==> config.mk <==
export PLATFORM = sky130hd
export DESIGN_NAME = fetch_stage
export DESIGN_NICKNAME = d
export VERILOG_FILES = /design/src/rtl/mips16_pkg.sv /design/src/rtl/fetch_stage_if_id_reg.sv /design/src/rtl/fetch_stage.sv
export SDC_FILE = /design/constraint.sdc
export NUM_CORES = 1
export LEC_CHECK = 0
export BUFFER_PORTS_ARGS = -buffer_cell sky130_fd_sc_hd__buf_2
export CAP_MARGIN = 15
export CORE_AREA = 4 4 83 85
export CTS_CLUSTER_SIZE = 12
export DETAILED_ROUTE_END_ITERATION = 6
export DIE_AREA = 0 0 87 89
export HOLD_SLACK_MARGIN = 0.1
export PLACE_DENSITY = 0.75
export RECOVER_POWER = 100
export SYNTH_ARGS = -nofsm -noshare
export SYNTH_HDL_FRONTEND = slang
export SYNTH_SLANG_ARGS = --single-unit
==> constraint.sdc <==
create_clock -name clk -period 2.8 [get_ports clk]
set_input_delay 0.28 -clock clk [delete_from_list [all_inputs] [get_ports clk]]
set_output_delay 0.28 -clock clk [all_outputs]
set_load 0.01 [all_outputs]
==> src/rtl/mips16_pkg.sv <==
// -----------------------------------------------------------------------------
// mips16_pkg
//   Constants and types shared by the 16-bit pipeline stages.
//
//   ADDR_W     PC / instruction memory byte-address width
//   INSTR_W    instruction width
//   NOP_INSTR  bubble encoding (add $0,$0,$0)
//   PC_STEP    bytes per instruction
//   if_id_t    IF/ID pipeline register contents. The fetch stage writes it
//              and the decode stage reads it.
// -----------------------------------------------------------------------------
package mips16_pkg;

  localparam int unsigned       ADDR_W    = 16;
  localparam int unsigned       INSTR_W   = 16;
  localparam int unsigned       PC_STEP   = 2;
  localparam logic [INSTR_W-1:0] NOP_INSTR = 16'h0000;

  typedef struct packed {
    logic [INSTR_W-1:0] instruction;
    logic [ADDR_W-1:0]  pc_plus2;
    logic               valid;
  } if_id_t;

  // Value the IF/ID register holds after reset or when squashed.
  function automatic if_id_t if_id_bubble();
    if_id_t b;
    b.instruction = NOP_INSTR;
    b.pc_plus2    = '0;
    b.valid       = 1'b0;
    return b;
  endfunction

endpackage : mips16_pkg

==> src/rtl/fetch_stage_if_id_reg.sv <==
// -----------------------------------------------------------------------------
// if_id_reg
//   IF/ID pipeline register with bubble/hold/load control.
//   Priority on each rising edge: rst, then bubble, then hold, then load.
//
//   clk       system clock
//   rst       synchronous active-high reset; loads a bubble
//   bubble_i  squash the register contents (flush or redirect)
//   hold_i    keep the current contents (stall)
//   load_i    contents to capture on a normal fetch
//   q_o       registered IF/ID contents
// -----------------------------------------------------------------------------
module if_id_reg
  import mips16_pkg::*;
(
  input  logic   clk,
  input  logic   rst,
  input  logic   bubble_i,
  input  logic   hold_i,
  input  if_id_t load_i,
  output if_id_t q_o
);

  if_id_t q_q;
  if_id_t q_d;

  always_comb begin
    q_d = load_i;
    if (bubble_i) begin
      q_d = if_id_bubble();
    end else if (hold_i) begin
      q_d = q_q;
    end
  end

  always_ff @(posedge clk) begin
    if (rst) begin
      q_q <= if_id_bubble();
    end else begin
      q_q <= q_d;
    end
  end

  assign q_o = q_q;

endmodule : if_id_reg

==> src/rtl/fetch_stage.sv <==
// -----------------------------------------------------------------------------
// fetch_stage
//   Instruction fetch. It owns the PC, addresses the combinational instruction
//   memory and captures the returned word into the IF/ID register along with
//   PC+2 and a valid bit. It reacts to stall, flush and branch/jump redirect.
//
//   clk                system clock
//   rst                synchronous active-high reset (overrides all inputs)
//   stall              hold PC and IF/ID
//   flush              squash IF/ID
//   redirect           taken branch/jump. PC <= aligned target, IF/ID squashed
//   redirect_target    new PC. Bit 0 is ignored.
//   imem_address       instruction memory address (= pc, combinational)
//   imem_instruction   instruction memory read data (same cycle)
//   if_id_instruction  registered instruction for decode
//   if_id_pc_plus2     registered PC+2 of that instruction
//   if_id_valid        IF/ID holds a real instruction
//   pc                 current PC
//
//   Optional build macro FETCH_PERF_CNT_EN adds the following outputs:
//   fetch_count        edges that loaded a valid instruction (wraps at 2^32)
//   bubble_count       non-reset edges that loaded a bubble or held on stall
// -----------------------------------------------------------------------------
module fetch_stage #(
  parameter int unsigned       ADDR_W    = mips16_pkg::ADDR_W,
  parameter int unsigned       INSTR_W   = mips16_pkg::INSTR_W,
  parameter logic [ADDR_W-1:0] RESET_PC  = 16'h0000,
  parameter logic [INSTR_W-1:0] NOP_INSTR = mips16_pkg::NOP_INSTR,
  parameter int unsigned       PC_STEP   = mips16_pkg::PC_STEP
) (
  input  logic               clk,
  input  logic               rst,
  input  logic               stall,
  input  logic               flush,
  input  logic               redirect,
  input  logic [ADDR_W-1:0]  redirect_target,
  output logic [ADDR_W-1:0]  imem_address,
  input  logic [INSTR_W-1:0] imem_instruction,
  output logic [INSTR_W-1:0] if_id_instruction,
  output logic [ADDR_W-1:0]  if_id_pc_plus2,
  output logic               if_id_valid,
  output logic [ADDR_W-1:0]  pc
`ifdef FETCH_PERF_CNT_EN
  ,
  output logic [31:0]        fetch_count,
  output logic [31:0]        bubble_count
`endif
);

  logic [ADDR_W-1:0] pc_q;
  logic [ADDR_W-1:0] pc_d;
  logic [ADDR_W-1:0] pc_plus2;
  logic              squash;
  logic              load_en;

  mips16_pkg::if_id_t if_id_load;
  mips16_pkg::if_id_t if_id_q;

  // Wraps modulo 2^ADDR_W. There is no overflow flag.
  assign pc_plus2 = pc_q + ADDR_W'(PC_STEP);

  // A redirect outranks a stall: the branch target is fetched and the
  // instruction fetched this cycle is from the wrong path.
  always_comb begin
    pc_d = pc_plus2;
    if (redirect) begin
      pc_d = {redirect_target[ADDR_W-1:1], 1'b0};
    end else if (stall) begin
      pc_d = pc_q;
    end
  end

  always_ff @(posedge clk) begin
    if (rst) begin
      pc_q <= RESET_PC;
    end else begin
      pc_q <= pc_d;
    end
  end

  assign pc           = pc_q;
  assign imem_address = pc_q;

  assign squash  = flush | redirect;
  assign load_en = ~squash & ~stall;

  always_comb begin
    if_id_load             = '0;
    if_id_load.instruction = imem_instruction;
    if_id_load.pc_plus2    = pc_plus2;
    if_id_load.valid       = 1'b1;
  end

  if_id_reg u_if_id_reg (
    .clk      (clk),
    .rst      (rst),
    .bubble_i (squash),
    .hold_i   (stall),
    .load_i   (if_id_load),
    .q_o      (if_id_q)
  );

  assign if_id_instruction = if_id_q.instruction;
  assign if_id_pc_plus2    = if_id_q.pc_plus2;
  assign if_id_valid       = if_id_q.valid;

`ifdef FETCH_PERF_CNT_EN
  logic [31:0] fetch_cnt_q;
  logic [31:0] bubble_cnt_q;

  // A non-reset edge either loads a real instruction or squashes or holds.
  // Exactly one of the two counters advances.
  always_ff @(posedge clk) begin
    if (rst) begin
      fetch_cnt_q  <= '0;
      bubble_cnt_q <= '0;
    end else if (load_en) begin
      fetch_cnt_q  <= fetch_cnt_q + 32'd1;
    end else begin
      bubble_cnt_q <= bubble_cnt_q + 32'd1;
    end
  end

  assign fetch_count  = fetch_cnt_q;
  assign bubble_count = bubble_cnt_q;
`else
  logic unused_load_en;
  assign unused_load_en = load_en;
`endif

endmodule : fetch_stage

After elaboration in Yosys (flattened, before gate mapping)
Index checks and enable logic that the tools add are counted.
{ "word_totals": {"output_inout_bits": 65, "regBits": 49} }
{ "classes": {"add_sub_neg": 1, "n_reduce_logical": 2, "n_eq_ne": 1, "n_mux": 2, "n_bitwise": 1} }
{ "op_table": {"columns": ["operator", "n"], "rows": [
  ["2-to-1 mux 16 bit", 2],
  ["adder 16 x 2 -> 16 bit, second input constant", 1],
  ["OR reduction 2 bit", 2],
  ["inequality test 2 x 1 -> 1 bit, second input constant", 1],
  ["bitwise OR 1 bit", 1]
]} }

Depth between registers and ports, before layout
{ "depth": {"word_depth": 3, "mapped_depth": 5} }

By module
Synthesis repeated with hierarchy kept, for this count alone.
{ "hier_totals": {"cells_unflattened": 255, "hier_area_um2": 2432.3} }
{ "modules_own_cells": {"columns": ["mod", "cells_each", "area_each_um2", "n_inst"], "rows": [
  ["if_id_reg", 108, 1218.7, 1],
  ["fetch_stage", 147, 1213.7, 1]
]} }

Least setup slack after synthesis
Ideal clock, no wire load.
{ "synth_path": {"path_type": "reg2reg", "start": "reg pc_q[1], in the netlist imem_address[1]", "end": "reg u_if_id_reg.q_q, in the netlist u_if_id_reg.q_o[10]", "path_stages_with_launch": 6, "path_slack_ns": 1.127, "t_arrival_ns": 1.607, "t_required_ns": 2.734, "path_buffers": 0, "cell_sequence": "dfxtp_1 -> ha_1 -> nand4_4 -> or3_1 -> a21o_1 -> a21oi_2"} }
{ "synth_via": {"elab_chain_cells": 1} }
{ "synth_rtl": {"columns": ["element", "line", "source"], "rows": [
  ["from (decl)", "fetch_stage.sv:50", "logic [ADDR_W-1:0] pc_q;"],
  ["from (signal assigned)", "fetch_stage.sv:77", "pc_q <= pc_d;"],
  ["adder 16 x 2 -> 16 bit", "fetch_stage.sv:60", "assign pc_plus2 = pc_q + ADDR_W'(PC_STEP);"],
  ["to (signal assigned)", "fetch_stage_if_id_reg.sv:38", "q_q <= if_id_bubble();"],
  ["to (signal assigned)", "fetch_stage_if_id_reg.sv:40", "q_q <= q_d;"],
  ["to (decl)", "fetch_stage_if_id_reg.sv:24", "if_id_t q_q;"]
]} }
Every way passes these cells.
A chain may end at the register's enable or synchronous reset.

Worst setup path after layout
{ "layout_path": {"start": "in redirect", "end": "reg u_if_id_reg.q_q, in the netlist u_if_id_reg.q_o[29]"} }
{ "layout_via": {"elab_chain_cells": 2} }
{ "layout_rtl": {"columns": ["element", "line", "source"], "rows": [
  ["from (decl)", "fetch_stage.sv:35", "input logic redirect,"],
  ["bitwise OR 1 bit", "fetch_stage.sv:84", "assign squash = flush | redirect;"],
  ["OR reduction 2 bit (no source line)", null, null]
]} }
Every way passes these cells.

==> flow_metrics.env <==
export IMPL_critPathSlowestCell="clkbuf_1"
export IMPL_setup_tns_final_ns=0
export IMPL_path_cells="clkbuf_1 -> or3_1 -> buf_4 -> nor2_1"
export IMPL_fp_dieW_um=87
export IMPL_crit_type="in2reg"
export IMPL_syn_inst=269
export IMPL_root_buffer="clkbuf_8"
export IMPL_avgRoutedWirePerCell_um=13.86
export IMPL_layout_common_cells="clkbuf_1, dfxtp_1, nor2_1, buf_2"
export IMPL_gp_congestion=0.8255
export IMPL_rows=29
export IMPL_finalMaxSlewViolations=0
export IMPL_status="complete, no violations"
export IMPL_cts_max_level=2
export IMPL_p_sw_w=0.0003769
export IMPL_final_common_cell="clkbuf_1"
export IMPL_slew_headroom_pct=13.95
export IMPL_yosysWarnings=0
export IMPL_cts_tree="yes"
export IMPL_cp_top_family="buffers and inverters"
export IMPL_syn_area_per_cell_um2=8.982
export IMPL_leakage_nw=1.167
export IMPL_syn2layout_area_growth_pct=14.91
export IMPL_io_pins=102
export IMPL_synth_edf_count=0
export IMPL_regArea_um2=940.9
export IMPL_p_comb_share_pct=13.0
export IMPL_hold_viol_final=0
export IMPL_min_period_over_period_pct=73.83
export IMPL_cp_slowest_stage_delay_ns=0.92
export IMPL_post_cts_repair_setup_buffers=0
export IMPL_cts_buffers=5
export IMPL_async_reset_ff_share_pct=0
export IMPL_initial_core_util_pct=38.94
export IMPL_dr_pass1_iters=4
export IMPL_hold_class="in2reg"
export IMPL_p_clk_share_pct=35.3
export IMPL_period_minus_slack_ns=2.067
export IMPL_fill_cells=640
export IMPL_critPathCaptureType="flip-flop"
export IMPL_crit_arrival_ns=2.26
export IMPL_die_h_um=89
export IMPL_dp_hpwl_mm=4.355
export IMPL_die_area_um2=7743
export IMPL_cts_sinks=47
export IMPL_yosys_register_bits=47
export IMPL_drt_iter0_markers=77
export IMPL_grt_start_max_net_pins=32
export IMPL_insertedDiodeCount=0
export IMPL_multi_input_area_um2=1132
export IMPL_final_area_um2=2776
export IMPL_synth_cell_types=36
export IMPL_swShare_pct=26.65
export IMPL_overflow=0
export IMPL_layout_drive_gt1_share_pct=14.91
export IMPL_fin_skew_ns=0.005126
export IMPL_antenna_found_initial=0
export IMPL_postRouteAntennaNets=0
export IMPL_rsz0062_at_grt="no"
export IMPL_fin_nets=379
export IMPL_placed_area_um2=2796
export IMPL_tightest_slew_ns=1.291
export IMPL_grt_usage_pct=14.34
export IMPL_rrSetupSlack_ns=0.84
export IMPL_drv_cap=0
export IMPL_crit_fanout=30
export IMPL_setup_viol=0
export IMPL_coreArea_um2=6205
export IMPL_cp_buffers_inverters=2
export IMPL_clock_fmax_mhz=483.7
export IMPL_cp_required_ns=2.99
export IMPL_internal_power_w=0.001038
export IMPL_grt_pass1_vias=1811
export IMPL_wirelength_mm=5.808
export IMPL_ctsHoldBuffers=0
export IMPL_seq_area_frac_synth_pct=38.94
export IMPL_grt_pass1_wl_mm=8.866
export IMPL_num_vias=2011
export IMPL_cts_resized=0
export IMPL_port_buffer_count=97
export IMPL_clock_latency_ns=0.30
export IMPL_pwr_share_seq_pct=51.7
export IMPL_synth_top_flop_cell="dfxtp_1"
export IMPL_clk_pin_slew_worst_paths_ns=0.09
export IMPL_setup_worst_path_start_class="input pin"
export IMPL_drc=0
export IMPL_cts_max_path_buffers=2
export IMPL_viasPerCell=4.800
export IMPL_cellPowerDensity_nw_per_um2=509.4
export IMPL_netlist_area_um2=2416
export IMPL_ir_drop_uv=231.6
## Yosys cell counts (2+ instances only)
cell type,count,area (um^2)
and4b_1,2,20.02
o21a_1,16,120.1
or3_1,3,18.77
nand4_1,3,18.77
xor2_1,16,140.1
buf_2,7,35.03
clkbuf_1,7,26.28
nor2_2,2,12.51
nor4_2,2,25.02
a21o_1,2,15.01
inv_1,20,75.07
nor3_1,9,45.04
nor2_1,33,123.9
nand3_1,2,10.01
a21oi_1,22,110.1
a2111oi_2,2,30.03
buf_4,21,157.7
dfxtp_1,47,940.9
a211oi_1,2,15.01
nor4_1,2,12.51
mux2i_1,23,230.2
o21ai_0,2,10.01
xnor2_1,7,61.31
nand2_1,5,18.77
## stage by stage
step / hold WS (ns) / total power (W) / setup slack, ns / cells / util (%)
3_5_place_dp: 0.4449 / 0.0009454 / 0.9050 / 411 / 45.07
4_1_cts: 0.1971 / 0.001444 / 0.9321 / 419 / 46.88
3_3_place_gp: 0.4343 / 0.0009402 / 0.9445 / 411 / 45.07
6_report: 0.2092 / 0.001414 / 0.7326 / 419 / 44.75
5_1_grt: 0.2068 / 0.001479 / 0.5592 / 419 / 44.75
2_1_floorplan: 0.3489 / 0.0008862 / 1.127 / 271 / -
## tightest hold or removal path, stage by stage
cell and delay [ns]:
buf_2 0.08, mux2i_1 0.05, nor2_1 0.07
## area by class of cell
class | instances | area share, %
inverters | 20 | 2.704
clock buffers | 5 | 2.479
flip-flops and latches | 47 | 33.89
multi-input cells | 168 | 40.78
well taps | 77 | 3.470
repair buffers | 99 | 15.10
clock inverters | 3 | 1.577
## power by group through the flow
stage / Clock, W / Sequential [W] / Combinational [W]
3_5_place_dp: 0 / 0.000748 / 0.000197
4_1_cts: 0.000513 / 0.000733 / 0.000198
3_3_place_gp: 0 / 0.000747 / 0.000193
6_report: 0.000499 / 0.000731 / 0.000184
2_1_floorplan: 0 / 0.000742 / 0.000144
5_1_grt: 0.000538 / 0.000737 / 0.000204
## kinds of logic after synthesis
logic type               after synthesis  share of synthesized area [%]
flip-flops                            47                          38.94
buffers and inverters                 56                          12.38
AO/OA/AOI/OAI                         47                          12.79
multiplexers                          23                          9.529
other                                  1                         0.1552
AND/OR/NAND/NOR                       71                          17.35
XOR/XNOR                              23                          8.338
adder cells (fa/ha/maj)                1                         0.5178
## final timing paths
check / endpoint / cells past startpoint / from
worst min-delay path: u_if_id_reg.q_o[20] / 3 / imem_instruction[3]
worst max register to register: imem_address[15] / 5 / imem_address[1]
worst max-delay path: u_if_id_reg.q_o[29] / 4 / redirect
worst min register to register: u_if_id_reg.q_o[0] / 2 / u_if_id_reg.q_o[0]
## registers in the layout (all words and copies together), names as in the netlist
register,flops
imem_address,15
u_if_id_reg.q_o,32
## per-layer routing
layer  wire length, um  GRT usage, %
met5                 0             0
met4                72         4.249
met3               362         3.134
met2              2737         22.29
met1              2635         19.93
Power figures use the tool's default switching activity.
